## config.mk

```make
export PLATFORM = sky130hd
export DESIGN_NAME = muldiv_unit_flat
export DESIGN_NICKNAME = d
export VERILOG_FILES = /design/src/rtl/muldiv_unit_if.sv /design/src/rtl/muldiv_unit.sv /design/src/flat_wrapper.sv
export SDC_FILE = /design/constraint.sdc
export NUM_CORES = 1
export LEC_CHECK = 0
export BUFFER_PORTS_ARGS = -buffer_cell sky130_fd_sc_hd__buf_2
export CELL_PAD_IN_SITES_DETAIL_PLACEMENT = 0
export CELL_PAD_IN_SITES_GLOBAL_PLACEMENT = 1
export CORE_MARGIN = 3
export CORE_UTILIZATION = 41
export CTS_CLUSTER_DIAMETER = 40
export DETAILED_ROUTE_END_ITERATION = 16
export GPL_TIMING_DRIVEN = 0
export PLACE_DENSITY_LB_ADDON = 0.1
export SYNTH_ARGS = -nofsm -noshare
export SYNTH_HDL_FRONTEND = slang
export SYNTH_SLANG_ARGS = --single-unit
```

## constraint.sdc

```tcl
create_clock -name clk -period 6.9 [get_ports clk]
set_input_delay 1.38 -clock clk [delete_from_list [all_inputs] [get_ports clk]]
set_output_delay 1.38 -clock clk [all_outputs]
set_load 0.02 [all_outputs]
```

## src/rtl/muldiv_unit_if.sv

```systemverilog
// Control-side handshake and result bus of the iterative multiply/divide unit.
// The master drives requests and HI/LO writes; the unit (slave) returns status and results.
interface muldiv_unit_if #(
   parameter int unsigned WIDTH = 32
);
   logic             start;
   logic [1:0]       op;
   logic [WIDTH-1:0] a;
   logic [WIDTH-1:0] b;
   logic             hi_we;
   logic             lo_we;
   logic [WIDTH-1:0] wdata;
   logic             busy;
   logic             done;
   logic             div_by_zero;
   logic [WIDTH-1:0] hi;
   logic [WIDTH-1:0] lo;

   modport master (
      output start, op, a, b, hi_we, lo_we, wdata,
      input  busy, done, div_by_zero, hi, lo
   );

   modport slave (
      input  start, op, a, b, hi_we, lo_we, wdata,
      output busy, done, div_by_zero, hi, lo
   );
endinterface

```

## src/rtl/muldiv_unit.sv

```systemverilog
// Iterative MULT/MULTU/DIV/DIVU unit with HI/LO registers: shift-add multiply and
// restoring divide on magnitudes, one bit per cycle, sign-corrected on the final cycle.
module muldiv_unit #(
   parameter int unsigned WIDTH = 32,
   parameter int unsigned CNT_W = $clog2(WIDTH) + 1
) (
   input logic          clk,
   input logic          reset,
   muldiv_unit_if.slave bus
);
   typedef enum logic [1:0] {IDLE, RUN, FIN} state_t;

   state_t             state, state_nxt;
   logic [CNT_W-1:0]   cnt;
   logic               is_div, neg_res, neg_rem, b_zero;
   logic [WIDTH-1:0]   opnd, a_raw;
   logic [2*WIDTH-1:0] acc;
   logic               load, step, finish, wr_hi, wr_lo, last;
   logic               neg_a, neg_b;
   logic [WIDTH-1:0]   mag_a, mag_b;
   logic [WIDTH:0]     mul_sum, div_diff;
   logic [2*WIDTH-1:0] prod_fix;
   logic [WIDTH-1:0]   res_hi, res_lo;
   logic               busy_r, done_r, dbz_r;
   logic [WIDTH-1:0]   hi_r, lo_r;

   // op[0] clear selects the signed variants
   assign neg_a = ~bus.op[0] & bus.a[WIDTH-1];
   assign neg_b = ~bus.op[0] & bus.b[WIDTH-1];
   assign mag_a = neg_a ? -bus.a : bus.a;
   assign mag_b = neg_b ? -bus.b : bus.b;
   assign last  = (cnt == CNT_W'(WIDTH - 1));

   // Multiply: acc = {partial product, remaining multiplier}; divide: acc = {remainder, dividend/quotient}
   assign mul_sum  = {1'b0, acc[2*WIDTH-1:WIDTH]} + (acc[0] ? {1'b0, opnd} : {(WIDTH+1){1'b0}});
   assign div_diff = acc[2*WIDTH-1:WIDTH-1] - {1'b0, opnd};
   assign prod_fix = neg_res ? -acc : acc;

   always_ff @(posedge clk or posedge reset) begin
      if (reset) state <= IDLE;
      else       state <= state_nxt;
   end

   always_comb begin
      state_nxt = state;
      case (state)
         IDLE:    if (bus.start) state_nxt = RUN;
         RUN:     if (last) state_nxt = FIN;
         FIN:     state_nxt = IDLE;
         default: state_nxt = IDLE;
      endcase
   end

   // A start in IDLE takes priority over MTHI/MTLO on the same edge
   always_comb begin
      load   = 1'b0;
      step   = 1'b0;
      finish = 1'b0;
      wr_hi  = 1'b0;
      wr_lo  = 1'b0;
      case (state)
         IDLE: begin
            load  = bus.start;
            wr_hi = bus.hi_we & ~bus.start;
            wr_lo = bus.lo_we & ~bus.start;
         end
         RUN:     step   = 1'b1;
         FIN:     finish = 1'b1;
         default: ;
      endcase
   end

   always_ff @(posedge clk or posedge reset) begin
      if (reset) begin
         cnt     <= '0;
         is_div  <= 1'b0;
         neg_res <= 1'b0;
         neg_rem <= 1'b0;
         b_zero  <= 1'b0;
         opnd    <= '0;
         a_raw   <= '0;
         acc     <= '0;
      end else if (load) begin
         cnt     <= '0;
         is_div  <= bus.op[1];
         neg_res <= neg_a ^ neg_b;
         neg_rem <= neg_a;
         b_zero  <= (bus.b == '0);
         opnd    <= bus.op[1] ? mag_b : mag_a;
         acc     <= {{WIDTH{1'b0}}, (bus.op[1] ? mag_a : mag_b)};
         a_raw   <= bus.a;
      end else if (step) begin
         cnt <= cnt + CNT_W'(1);
         if (is_div)
            acc <= div_diff[WIDTH] ? {acc[2*WIDTH-2:0], 1'b0}
                                   : {div_diff[WIDTH-1:0], acc[WIDTH-2:0], 1'b1};
         else
            acc <= {mul_sum, acc[WIDTH-1:1]};
      end
   end

   // Final sign correction; divide-by-zero returns all-ones quotient and the raw dividend
   always_comb begin
      res_hi = prod_fix[2*WIDTH-1:WIDTH];
      res_lo = prod_fix[WIDTH-1:0];
      if (is_div) begin
         if (b_zero) begin
            res_hi = a_raw;
            res_lo = '1;
         end else begin
            res_hi = neg_rem ? -acc[2*WIDTH-1:WIDTH] : acc[2*WIDTH-1:WIDTH];
            res_lo = neg_res ? -acc[WIDTH-1:0] : acc[WIDTH-1:0];
         end
      end
   end

   always_ff @(posedge clk or posedge reset) begin
      if (reset) begin
         busy_r <= 1'b0;
         done_r <= 1'b0;
         dbz_r  <= 1'b0;
         hi_r   <= '0;
         lo_r   <= '0;
      end else begin
         busy_r <= (state_nxt != IDLE);
         done_r <= finish;
         dbz_r  <= finish & is_div & b_zero;
         if (finish) begin
            hi_r <= res_hi;
            lo_r <= res_lo;
         end else begin
            if (wr_hi) hi_r <= bus.wdata;
            if (wr_lo) lo_r <= bus.wdata;
         end
      end
   end

   assign bus.busy        = busy_r;
   assign bus.done        = done_r;
   assign bus.div_by_zero = dbz_r;
   assign bus.hi          = hi_r;
   assign bus.lo          = lo_r;
endmodule

```

## src/flat_wrapper.sv

```systemverilog
// flat-port wrapper written by rule: the top's interface ports become plain ports
module muldiv_unit_flat 
#(
   parameter int unsigned WIDTH = 32,
   parameter int unsigned CNT_W = $clog2(WIDTH) + 1
)
  (clk, reset, bus_start, bus_op, bus_a, bus_b, bus_hi_we, bus_lo_we, bus_wdata, bus_busy, bus_done, bus_div_by_zero, bus_hi, bus_lo);
  muldiv_unit_if #(.WIDTH(WIDTH)) bus_i ();
  input logic clk;
  input logic reset;
  input wire logic [$bits(bus_i.start)-1:0] bus_start;
  input wire logic [$bits(bus_i.op)-1:0] bus_op;
  input wire logic [$bits(bus_i.a)-1:0] bus_a;
  input wire logic [$bits(bus_i.b)-1:0] bus_b;
  input wire logic [$bits(bus_i.hi_we)-1:0] bus_hi_we;
  input wire logic [$bits(bus_i.lo_we)-1:0] bus_lo_we;
  input wire logic [$bits(bus_i.wdata)-1:0] bus_wdata;
  output wire logic [$bits(bus_i.busy)-1:0] bus_busy;
  output wire logic [$bits(bus_i.done)-1:0] bus_done;
  output wire logic [$bits(bus_i.div_by_zero)-1:0] bus_div_by_zero;
  output wire logic [$bits(bus_i.hi)-1:0] bus_hi;
  output wire logic [$bits(bus_i.lo)-1:0] bus_lo;
  assign bus_i.start = bus_start;
  assign bus_i.op = bus_op;
  assign bus_i.a = bus_a;
  assign bus_i.b = bus_b;
  assign bus_i.hi_we = bus_hi_we;
  assign bus_i.lo_we = bus_lo_we;
  assign bus_i.wdata = bus_wdata;
  assign bus_busy = bus_i.busy;
  assign bus_done = bus_i.done;
  assign bus_div_by_zero = bus_i.div_by_zero;
  assign bus_hi = bus_i.hi;
  assign bus_lo = bus_i.lo;
  muldiv_unit #(.WIDTH(WIDTH), .CNT_W(CNT_W)) u_core (.clk(clk), .reset(reset), .bus(bus_i));
endmodule
```

==> results.cfg <==
[place]
pre_cts_ws_ns = 2.01
dp.cells = 2889
gp_congestion = 0.969
placed_area_mm2 = 0.0183
dp.final_hpwl_mm = 62.1
port_buffers = 169

[yosys]
syn-cell-area_mm2 = 0.0167
synth_flop_cell = dfrtp_1
synth.distinct_cells = 79
synth_top_area_share_pct = 31.1
ys_seq_area_share_pct = 31.1
synth_top_area_cell = dfrtp_1
synth_edf_count = 0
synth.area.top_cells = dfrtp_1 31%, o21ai_0 7.4%, nand2_1 6.8%
synthArstFlopShare_pct = 100
synth_fa_ha_area_share_pct = 5.42
ys_ff_latch = 207
syn_inst = 2190
syn-num-nets = 2364
ys_warn_count = 0
synthMuxAreaShare_pct = 2.67
synth_compound_area_share_pct = 27.5
synthXorXnorAreaFrac_pct = 8.67
synthSimpleGateAreaFrac_pct = 19.4
synth_top_family_by_area = compound AO/OA/AOI/OAI gates
syn-mean-instance-area_um2 = 7.62

[critical_path]
r2r_cells = 14
worstSetupStartpointType = register
crit_fanout = 10
endpoint_kind = register
r2r_end = u_core.acc[62]
path_cells = inv_1 > clkbuf_1 > nor2_1 > ha_1 > o21ai_0 > nor2_1 > o41ai_1 > o21ai_0 > a41oi_1 > o211ai_1 > a31o_2 > a21oi_1 > xnor2_1 > a211o_1
crit_required_ns = 7.35
path_class = reg2reg
reg2reg_slack_ns = 1.93
r2r-start = u_core.acc[0]
slowest_delay_ns = 0.70
cp_slowest_cell = o41ai_1
crit_arrival_ns = 5.43

[sta]
setup_tns_ns = 0
period_share_pct = 72.1
fin_ws_ns = 1.93
finalClockSkew_ns = 0.0249
slew_headroom_pct = 37.8
min_period_ns = 4.97
maxSlewViolCount = 0
setup_viol = 0
hold_viol = 0
worst_pin_slew_ns = 0.924
hold_ws_ns = 0.467
clock.fmax_mhz = 201
rsz0062_at_grt = false

[cts]
clock_latency_ns = 0.58
cts_tree = done
cts.sinks = 207
htree_levels = 2
clk_pin_slew_ns = 0.06
cts_made_buffers = 43
cts_resized = 0
clock_path_buffers = 3
cts-hold-fix-buffers = 0
cts_setup_buffers = 0
root_buffer = clkbuf_16

[drt]
post_drt_wl_per_cell_um = 26.2
drt_iter0_drc = 2076
vias_per_cell = 6.15
routed_wirelength_mm = 77.7
drc = 0
dr.pass1.iters = 5
postRouteAntennaNets = 0
vias = 18273

[finish]
layout-drive-gt1-share_pct = 11.8
final_util_pct = 49.6
area_delta_synth_final_pct = 18.8
n_fill_cell = 4088
nNetsFinal = 2583
finalNonFillerCells = 2970
fin_area_mm2 = 0.0198

[floorplanning]
core-area_mm2 = 0.0399
rows = 73
die_area_mm2 = 0.0431
ios = 170
die_h_um = 208
die_x_um = 208
floorplan.initialDensity_pct = 41.8

[min_path]
hold_start = u_core.bus.hi[23]
whs_path_depth = 2
holdPathEnd = u_core.bus.hi[23]
hold_class = reg2reg

[run]
maxCapViolCount = 0

[grt]
antenna_found_initial = 1
grt_max_degree = 42
grt_overflow = 0
grt_first_pass_wirelength_mm = 114
grt_pass1_vias = 17395
gr-usage-all-layers_pct = 34.9

[power_and_ir_drop]
power_mw = 11.5
p_leak_nw = 8.58
ir_worst_vdd_mv = 0.376
pwr_density_cell_mw_per_mm2 = 581

[outcome]
run_status = finished clean
-- cells in the final DEF, fill, tap and decap left out, drive strengths merged, types with 9 or more instances in the layout --
master,n
a211oi,20
a21o,27
a21oi,195
a22oi,30
a31oi,15
and2,10
buf,205
clkbuf,169
clkinv,9
dfrtp,207
ha,69
inv,84
mux2i,40
nand2,302
nand2b,23
nand3,29
nand4,10
nor2,208
nor2b,13
nor3,35
nor4,19
o211ai,21
o21ai,271
o21bai,11
o221ai,9
o22ai,46
o31ai,39
o41ai,13
or3,25
or4,21
xnor2,96
xor2,69
-- per-layer routing --
metal / global-route usage (%) / routed length, um / vias up
met5: 0 / 0 / -
met2: 53.4 / 33900 / 911
met1: 49.1 / 33900 / 8868
met4: 15.6 / 3790 / 0
met3: 5.06 / 6110 / 160
li1: - / - / 8334
-- how the worst max path moves through the flow --
| stage | to | cells after the start | slack [ns] | from |
|---|---|---|---|---|
| finish | u_core.acc[62] | 14 | 1.93 | u_core.acc[0] |
| global route | u_core.acc[62] | 14 | 1.71 | u_core.acc[0] |
| CTS | u_core.acc[62] | 14 | 1.97 | u_core.acc[0] |
| floorplan | u_core.a_raw[0] | 1 | 2.83 | reset |
| detailed placement | u_core.acc[62] | 14 | 2.01 | u_core.acc[0] |
| global placement | u_core.acc[45] | 2 | 1.36 | reset |
-- synth_stat cells, drive strengths merged, types with 21 or more instances --
master  count
nor2      208
o31ai      39
a21o       27
a21oi     195
o211ai     21
or4        21
o21ai     271
xnor2      96
nand3      29
xor2       69
ha         69
dfrtp     207
o22ai      46
nor3       35
a22oi      30
nand2b     23
or3        25
buf        31
clkbuf    121
nand2     302
mux2i      40
inv        72
-- critical path: cells and delay by family (launching register included) --
| family | cells | cell delay (ns) |
|---|---|---|
| AOI/OAI and AO/OA | 8 | 3.00 |
| buffers and inverters | 2 | 0.66 |
| DFF | 1 | 0.56 |
| adders and majority gates | 1 | 0.34 |
| and+or+nand+nor | 2 | 0.18 |
| xor gates and xnor gates | 1 | 0.08 |
-- area by class of cell --
| class | count | area, um^2 | share of cell area (%) |
|---|---|---|---|
| tap | 525 | 657 | 3.32 |
| timing repair buffer | 174 | 953 | 4.81 |
| multi-input combinational | 1758 | 10600 | 53.6 |
| clock inverter | 32 | 388 | 1.96 |
| sequential | 207 | 5180 | 26.2 |
| clock buffer | 48 | 1120 | 5.68 |
| antenna | 1 | 2.50 | 0.0126 |
| inverter | 73 | 278 | 1.40 |
| buffer | 152 | 598 | 3.02 |
-- report_power, final --
part	internal, mW	switching (mW)
Sequential	1.81	0.677
Clock	1.39	0.800
Combinational	2.45	4.36
-- registers in the layout, summed over array words and instances, names as in the netlist --
register / cells
u_core.cnt: 6
u_core.bus.lo: 32
u_core.neg_res: 1
u_core.bus.done: 1
u_core.is_div: 1
u_core.bus.div_by_zero: 1
u_core.state: 2
u_core.neg_rem: 1
u_core.bus.hi: 32
u_core.opnd: 32
u_core.bus.busy: 1
u_core.acc: 64
u_core.a_raw: 32
u_core.b_zero: 1
-- logic make-up after synthesis --
logic type      after synthesis
xor+xnor                    165
simple gates                720
flops                       207
fa+ha+maj                    71
mux                          44
buf+inv                     225
compound gates              758
Note: power is estimated with default switching activity, not from simulation.
